--- src/rtl/alu_pkg.sv ---
// rtl/alu_pkg.sv - ALU opcode encodings, BIST FSM states and test vector record
package alu_pkg;

    localparam logic [3:0] OP_NOP  = 4'b0000;
    localparam logic [3:0] OP_ADD  = 4'b0001;
    localparam logic [3:0] OP_AND  = 4'b0010;
    localparam logic [3:0] OP_NOR  = 4'b0011;
    localparam logic [3:0] OP_OR   = 4'b0100;
    localparam logic [3:0] OP_SLL  = 4'b0101;
    localparam logic [3:0] OP_SRL  = 4'b0110;
    localparam logic [3:0] OP_SLT  = 4'b0111;
    localparam logic [3:0] OP_SLTU = 4'b1000;
    localparam logic [3:0] OP_SUB  = 4'b1001;
    localparam logic [3:0] OP_SUBU = 4'b1010;

    typedef enum logic [2:0] {IDLE, DRIVE, WAIT, CHECK, DONE} bist_state_t;

    localparam int VEC_W = 106;

    typedef struct packed {
        logic [31:0] data1;
        logic [31:0] data2;
        logic [3:0]  op;
        logic [4:0]  shamt;
        logic [31:0] exp_result;
        logic        exp_zero;
    } bist_vec_t;

endpackage

--- src/rtl/alu_bist_rom.sv ---
// rtl/alu_bist_rom.sv - combinational BIST vector table, index to vector record
module alu_bist_rom
    import alu_pkg::*;
#(
    parameter int NUM_VEC = 12
) (
    input  logic [7:0] idx,
    output bist_vec_t  vec
);

    // Shifts act on data2 by shamt; every vector except the two equal-operand
    // subtractions produces a non-zero result so a stuck zero flag shows up only there.
    always_comb begin
        vec = '0;
        if (int'({24'd0, idx}) < NUM_VEC) begin
            case (idx)
                8'd0:  vec = '{32'h81555FCD, 32'h0003FFF0, OP_ADD,  5'd0,  32'h81595FBD, 1'b0};
                8'd1:  vec = '{32'hF0F0F0F0, 32'h3C3C3C3C, OP_AND,  5'd0,  32'h30303030, 1'b0};
                8'd2:  vec = '{32'h0F0F0000, 32'h00F000FF, OP_NOR,  5'd0,  32'hF000FF00, 1'b0};
                8'd3:  vec = '{32'h12340000, 32'h00005678, OP_OR,   5'd0,  32'h12345678, 1'b0};
                8'd4:  vec = '{32'h00000000, 32'h000000A5, OP_SLL,  5'd4,  32'h00000A50, 1'b0};
                8'd5:  vec = '{32'h00000000, 32'h80000000, OP_SRL,  5'd31, 32'h00000001, 1'b0};
                8'd6:  vec = '{32'hFFFFFFFF, 32'h00000001, OP_SLT,  5'd0,  32'h00000001, 1'b0};
                8'd7:  vec = '{32'h00000001, 32'hFFFFFFFF, OP_SLTU, 5'd0,  32'h00000001, 1'b0};
                8'd8:  vec = '{32'h00000010, 32'h00000003, OP_SUB,  5'd0,  32'h0000000D, 1'b0};
                8'd9:  vec = '{32'h00000000, 32'h00000001, OP_SUBU, 5'd0,  32'hFFFFFFFF, 1'b0};
                8'd10: vec = '{32'h12345678, 32'h12345678, OP_SUB,  5'd0,  32'h00000000, 1'b1};
                8'd11: vec = '{32'hA5A5A5A5, 32'hA5A5A5A5, OP_SUBU, 5'd0,  32'h00000000, 1'b1};
                default: vec = '0;
            endcase
        end
    end

endmodule

--- src/rtl/alu_bist_engine.sv ---
// rtl/alu_bist_engine.sv - ALU self-test sequencer: drives vectors, checks results, reports
module alu_bist_engine
    import alu_pkg::*;
#(
    parameter int NUM_VEC       = 12,
    parameter int SETTLE_CYCLES = 1,
    parameter int CNT_W         = 8
) (
    input  logic             clk,
    input  logic             reset,
    input  logic             start,
    output logic [31:0]      alu_data1,
    output logic [31:0]      alu_data2,
    output logic [3:0]       alu_op,
    output logic [4:0]       alu_shamt,
    input  logic [31:0]      alu_result,
    input  logic             alu_zero,
    output logic             busy,
    output logic             done,
    output logic             pass,
    output logic [CNT_W-1:0] err_count,
    output logic             fail_valid,
    output logic [7:0]       first_fail_idx
);

    localparam logic [7:0]       LAST_IDX      = 8'(NUM_VEC - 1);
    localparam int               SETTLE_LAST_I = (SETTLE_CYCLES > 0) ? SETTLE_CYCLES - 1 : 0;
    localparam logic [3:0]       SETTLE_LAST   = 4'(SETTLE_LAST_I);
    localparam logic [CNT_W-1:0] ERR_MAX       = '1;

    bist_state_t state;
    logic [7:0]  idx;
    logic [7:0]  rom_idx;
    logic [3:0]  settle_cnt;
    logic [31:0] exp_result;
    logic        exp_zero;
    logic        mismatch;
    bist_vec_t   vec;

    // The ROM is addressed with the index being loaded on DRIVE entry, so the
    // expected response of the vector in flight is captured alongside the operands.
    always_comb begin
        rom_idx = 8'd0;
        if (state == CHECK) begin
            rom_idx = idx + 8'd1;
        end
    end

    alu_bist_rom #(.NUM_VEC(NUM_VEC)) u_rom (
        .idx (rom_idx),
        .vec (vec)
    );

    assign mismatch = ({alu_result, alu_zero} != {exp_result, exp_zero});

    always_ff @(posedge clk) begin
        if (reset) begin
            state          <= IDLE;
            idx            <= 8'd0;
            settle_cnt     <= 4'd0;
            exp_result     <= 32'd0;
            exp_zero       <= 1'b0;
            alu_data1      <= 32'd0;
            alu_data2      <= 32'd0;
            alu_op         <= OP_NOP;
            alu_shamt      <= 5'd0;
            busy           <= 1'b0;
            done           <= 1'b0;
            pass           <= 1'b0;
            err_count      <= '0;
            fail_valid     <= 1'b0;
            first_fail_idx <= 8'd0;
        end else begin
            case (state)
                IDLE, DONE: begin
                    if (start) begin
                        state          <= DRIVE;
                        idx            <= 8'd0;
                        err_count      <= '0;
                        fail_valid     <= 1'b0;
                        first_fail_idx <= 8'd0;
                        done           <= 1'b0;
                        pass           <= 1'b0;
                        busy           <= 1'b1;
                        alu_data1      <= vec.data1;
                        alu_data2      <= vec.data2;
                        alu_op         <= vec.op;
                        alu_shamt      <= vec.shamt;
                        exp_result     <= vec.exp_result;
                        exp_zero       <= vec.exp_zero;
                    end
                end
                DRIVE: begin
                    settle_cnt <= 4'd0;
                    state      <= (SETTLE_CYCLES == 0) ? CHECK : WAIT;
                end
                WAIT: begin
                    if (settle_cnt == SETTLE_LAST) begin
                        state <= CHECK;
                    end else begin
                        settle_cnt <= settle_cnt + 4'd1;
                    end
                end
                CHECK: begin
                    if (mismatch) begin
                        if (err_count != ERR_MAX) begin
                            err_count <= err_count + 1'b1;
                        end
                        if (!fail_valid) begin
                            fail_valid     <= 1'b1;
                            first_fail_idx <= idx;
                        end
                    end
                    if (idx == LAST_IDX) begin
                        state     <= DONE;
                        busy      <= 1'b0;
                        done      <= 1'b1;
                        pass      <= (err_count == '0) && !mismatch;
                        alu_data1 <= 32'd0;
                        alu_data2 <= 32'd0;
                        alu_op    <= OP_NOP;
                        alu_shamt <= 5'd0;
                    end else begin
                        state      <= DRIVE;
                        idx        <= idx + 8'd1;
                        alu_data1  <= vec.data1;
                        alu_data2  <= vec.data2;
                        alu_op     <= vec.op;
                        alu_shamt  <= vec.shamt;
                        exp_result <= vec.exp_result;
                        exp_zero   <= vec.exp_zero;
                    end
                end
                default: state <= IDLE;
            endcase
        end
    end

endmodule

--- config.mk ---
export PLATFORM = sky130hd
export DESIGN_NAME = alu_bist_engine
export DESIGN_NICKNAME = d
export VERILOG_FILES = /design/src/rtl/alu_pkg.sv /design/src/rtl/alu_bist_rom.sv /design/src/rtl/alu_bist_engine.sv
export SDC_FILE = /design/constraint.sdc
export NUM_CORES = 1
export LEC_CHECK = 0
export CAP_MARGIN = 10
export CORE_MARGIN = 1
export CORE_UTILIZATION = 50
export CTS_BUF_LIST = sky130_fd_sc_hd__clkbuf_8 sky130_fd_sc_hd__clkbuf_16
export CTS_CLUSTER_SIZE = 28
export DETAILED_ROUTE_END_ITERATION = 8
export PLACE_DENSITY = 0.78
export SYNTH_ARGS = -nofsm -noshare
export SYNTH_HDL_FRONTEND = slang
export SYNTH_SLANG_ARGS = --single-unit
export TNS_END_PERCENT = 100
--- constraint.sdc ---
create_clock -name clk -period 2.6 [get_ports clk]
set_input_delay 0.65 -clock clk [delete_from_list [all_inputs] [get_ports clk]]
set_output_delay 0.65 -clock clk [all_outputs]
set_load 0.01 [all_outputs]
==> impl_metrics.py <==
metrics = {
    "layout": {
        "ff_latch_area_um2": 2160,
        "drive_above_1_share_pct": 11.3,
        "syn_to_final_growth_pct": 33.6,
        "diodes": 0,
        "nets": 804,
        "nFillCells": 859,
        "multi_input_comb_area_um2": 2760,
    },
    "synthesis": {
        "syn_avg_cell_area_um2": 8.50,
        "seq_area_frac_synth_pct": 41.1,
        "synthArstFlopShare_pct": 0,
        "synth_top_area_cell": "dfxtp_1",
        "synth_edf_count": 0,
        "yosys_warnings": 0,
        "yosysMostFrequentCell": "dfxtp_1",
        "yosysTopAreaCellShare_pct": 41.1,
        "synthTopCellsByCount": "108 x dfxtp_1, 102 x nand2_1, 49 x a21oi_1, 45 x nor2_1, 36 x o21ai_0",
        "synth_seq_cells": 108,
        "syn_inst": 619,
        "ys_types": 63,
        "synth_area_um2": 5260,
        "synthFlopType": "dfxtp_1",
        "syn_nets": 668,
        "synthTopCellsByArea": "dfxtp_1 41%, nand2_1 7.3%, a22o_1 5.0%, a21oi_1 4.7%, o21ai_0 3.4%",
    },
    "global_route": {
        "grt_overflow": 0,
        "track_usage_pct": 26.8,
        "antenna_found_initial": 0,
        "grt_max_degree": 38,
        "grt_pass1_wl_mm": 23.8,
        "first_global_vias": 4819,
    },
    "place": {
        "preCtsSetupSlack_ns": -0.277,
        "portBuffers": 128,
        "dp_hpwl_mm": 11.0,
        "gp_congestion": 0.915,
    },
    "cts": {
        "ctsLongestPathBuffers": 2,
        "h-tree-depth": 3,
        "root_buffer": "clkbuf_8",
        "cts_tree": "yes",
        "cts.sinks": 108,
        "clk_pin_slew_ns": 0.10,
        "clk_latency_ns": 0.37,
        "numCtsBuffers": 9,
        "cts_setup_buffers": 0,
    },
    "timing": {
        "rsz0062_at_grt": "no",
        "fin_crit_ns": 2.47,
        "fin_setup_tns_ns": 0,
        "drv_slew": 0,
        "skew_ns": 0.00984,
        "setup_slack_ns": 0.134,
        "hold_viol_final": 0,
        "tightest_slew_ns": 0.619,
        "maxSlewHeadroom_pct": 58.4,
        "max_freq_ghz": 0.406,
        "setup_viol": 0,
        "post-route-period-util_pct": 94.8,
    },
    "floorplan": {
        "rows": 37,
        "core_um2": 10300,
        "die-area_um2": 10900,
        "ioPinCount": 129,
        "start_util_pct": 51.2,
        "die_w_um": 105,
        "die_h_um": 105,
    },
    "routing": {
        "wl_per_cell_um": 16.5,
        "vias_per_cell": 5.63,
        "antenna_left": 0,
        "num_vias": 5036,
        "drc": 0,
        "drt_iter0_drc": 227,
        "drtPass1Iterations": 5,
        "drt-total-wl_mm": 14.8,
    },
    "flow_run": {
        "max_cap_violations": 0,
    },
    "critical_path": {
        "arrival_ns": 2.72,
        "critPathCaptureType": "register",
        "cp_slowest_stage_delay_ns": 0.56,
        "crit_fanout": 14,
        "crit_slowest_cell": "xnor2_1",
        "path_cells": "nand3_2, xnor2_1, nand2_1, buf_4, o211ai_1, o21ai_0",
        "start_kind": "register",
        "crit_type": "reg2reg",
        "worstPathRequired_ns": 2.85,
    },
    "power_and_ir_drop": {
        "peakVddDrop_mv": 0.346,
        "p_leak_nw": 2.73,
        "p_per_area_nw_per_um2": 523,
    },
    "outcome": {
        "outcome": "complete, no violations",
    },
    "hold_path": {
        "hold_class": "reg2reg",
    },
}
## sequential cells by signal, summed over array words and instances (netlist names)
signal          flops
alu_data1          21
alu_data2          27
alu_op              4
alu_shamt           2
busy                1
done                1
err_count           8
exp_result         18
exp_zero            1
fail_valid          1
first_fail_idx      8
idx                 8
pass                1
settle_cnt          4
state               3
## report_power, final
group	switching (W)	internal, W	total, W
registers	0.0000712	0.00175	0.00182
clock network	0.000562	0.000539	0.00110
logic	0.000357	0.000399	0.000756
## cells in the final DEF, fill, tap and decap left out, types with 4 or more instances in the layout
| master | netlist | layout |
|---|---|---|
| xnor2_1 | 5 | 5 |
| nand2b_1 | 5 | 5 |
| o21ai_0 | 36 | 36 |
| buf_4 | 24 | 44 |
| inv_1 | 10 | 10 |
| dfxtp_1 | 108 | 108 |
| clkbuf_8 | 0 | 9 |
| nor3_1 | 14 | 14 |
| a21oi_1 | 49 | 49 |
| nor2_2 | 2 | 4 |
| nand3_1 | 16 | 16 |
| buf_12 | 0 | 4 |
| xor2_1 | 20 | 20 |
| ha_1 | 13 | 13 |
| mux2i_1 | 12 | 12 |
| o21a_1 | 4 | 4 |
| a22oi_1 | 7 | 7 |
| and3_1 | 4 | 4 |
| nor3b_1 | 4 | 4 |
| clkdlybuf4s50_1 | 0 | 127 |
| or3_1 | 11 | 10 |
| nor2_1 | 45 | 43 |
| nand4_1 | 10 | 10 |
| a22o_1 | 30 | 30 |
| o211ai_1 | 4 | 4 |
| nand2_1 | 102 | 102 |
| nor4_1 | 4 | 4 |
| or4_1 | 4 | 4 |
## worst max-delay path, delay by kind of cell (launching register included)
kind / cells / cell delay [ns]
buffers and inverters: 1 / 0.26
flip-flops: 1 / 0.54
AND/OR/NAND/NOR: 2 / 0.47
XOR/XNOR: 1 / 0.56
AO/OA/AOI/OAI: 2 / 0.51
## final cells by class
| class | instances | area share (%) |
|---|---|---|
| Clock buffer | 9 | 1.76 |
| Clock inverter | 6 | 1.26 |
| Inverter | 10 | 0.534 |
| Multi-Input combinational cell | 450 | 39.3 |
| Sequential cell | 108 | 30.7 |
| Tap cell | 136 | 2.42 |
| Timing Repair Buffer | 176 | 24.0 |
## path summary, 6_finish.rpt
check	startpoint	depth (start not counted)	to	slack [ns]
max	idx[2]	6	exp_result[3]	0.13
min	alu_data2[3]	2	alu_data2[3]	0.46
max reg2reg	idx[2]	6	exp_result[3]	0.13
min reg2reg	alu_data2[3]	2	alu_data2[3]	0.46
## logic make-up (layout without fill, tap and decap cells)
kind of cell	after synthesis	count (layout)	share of synthesized area, %
compound gates	155	155	19.3
xor+xnor	26	26	4.47
fa+ha+maj	13	13	3.09
buf+inv	61	201	6.61
flops	108	108	41.1
mux	13	13	2.50
simple gates	243	243	23.0
## what timing repair did
| action | CTS | global route |
|---|---|---|
| gates resized for setup | 0 | 1 |
| hold buffers | 0 | 0 |
| endpoints found under the setup margin | 0 | 3 |
## layer usage
| metal | up-vias | track usage (%) | wire [um] |
|---|---|---|---|
| met5 | - | 0 | 0 |
| met4 | 0 | 8.35 | 265 |
| met3 | 23 | 4.74 | 841 |
| met2 | 178 | 47.4 | 7400 |
| met1 | 2390 | 33.1 | 6260 |
| li1 | 2445 | - | - |
## per-stage QoR
stage	util, %	hold WS, ns	power (W)	instances	area (um2)
after floorplan	-	0.436	0.00224	619	5260
after global placement	66.3	0.437	0.00260	880	6820
after detailed placement	66.3	0.443	0.00261	880	6820
after CTS	68.4	0.467	0.00369	895	7030
after global routing	68.4	0.487	0.00383	895	7030
final	68.4	0.463	0.00368	895	7030
No activity file was read; power rests on OpenSTA's default activity.
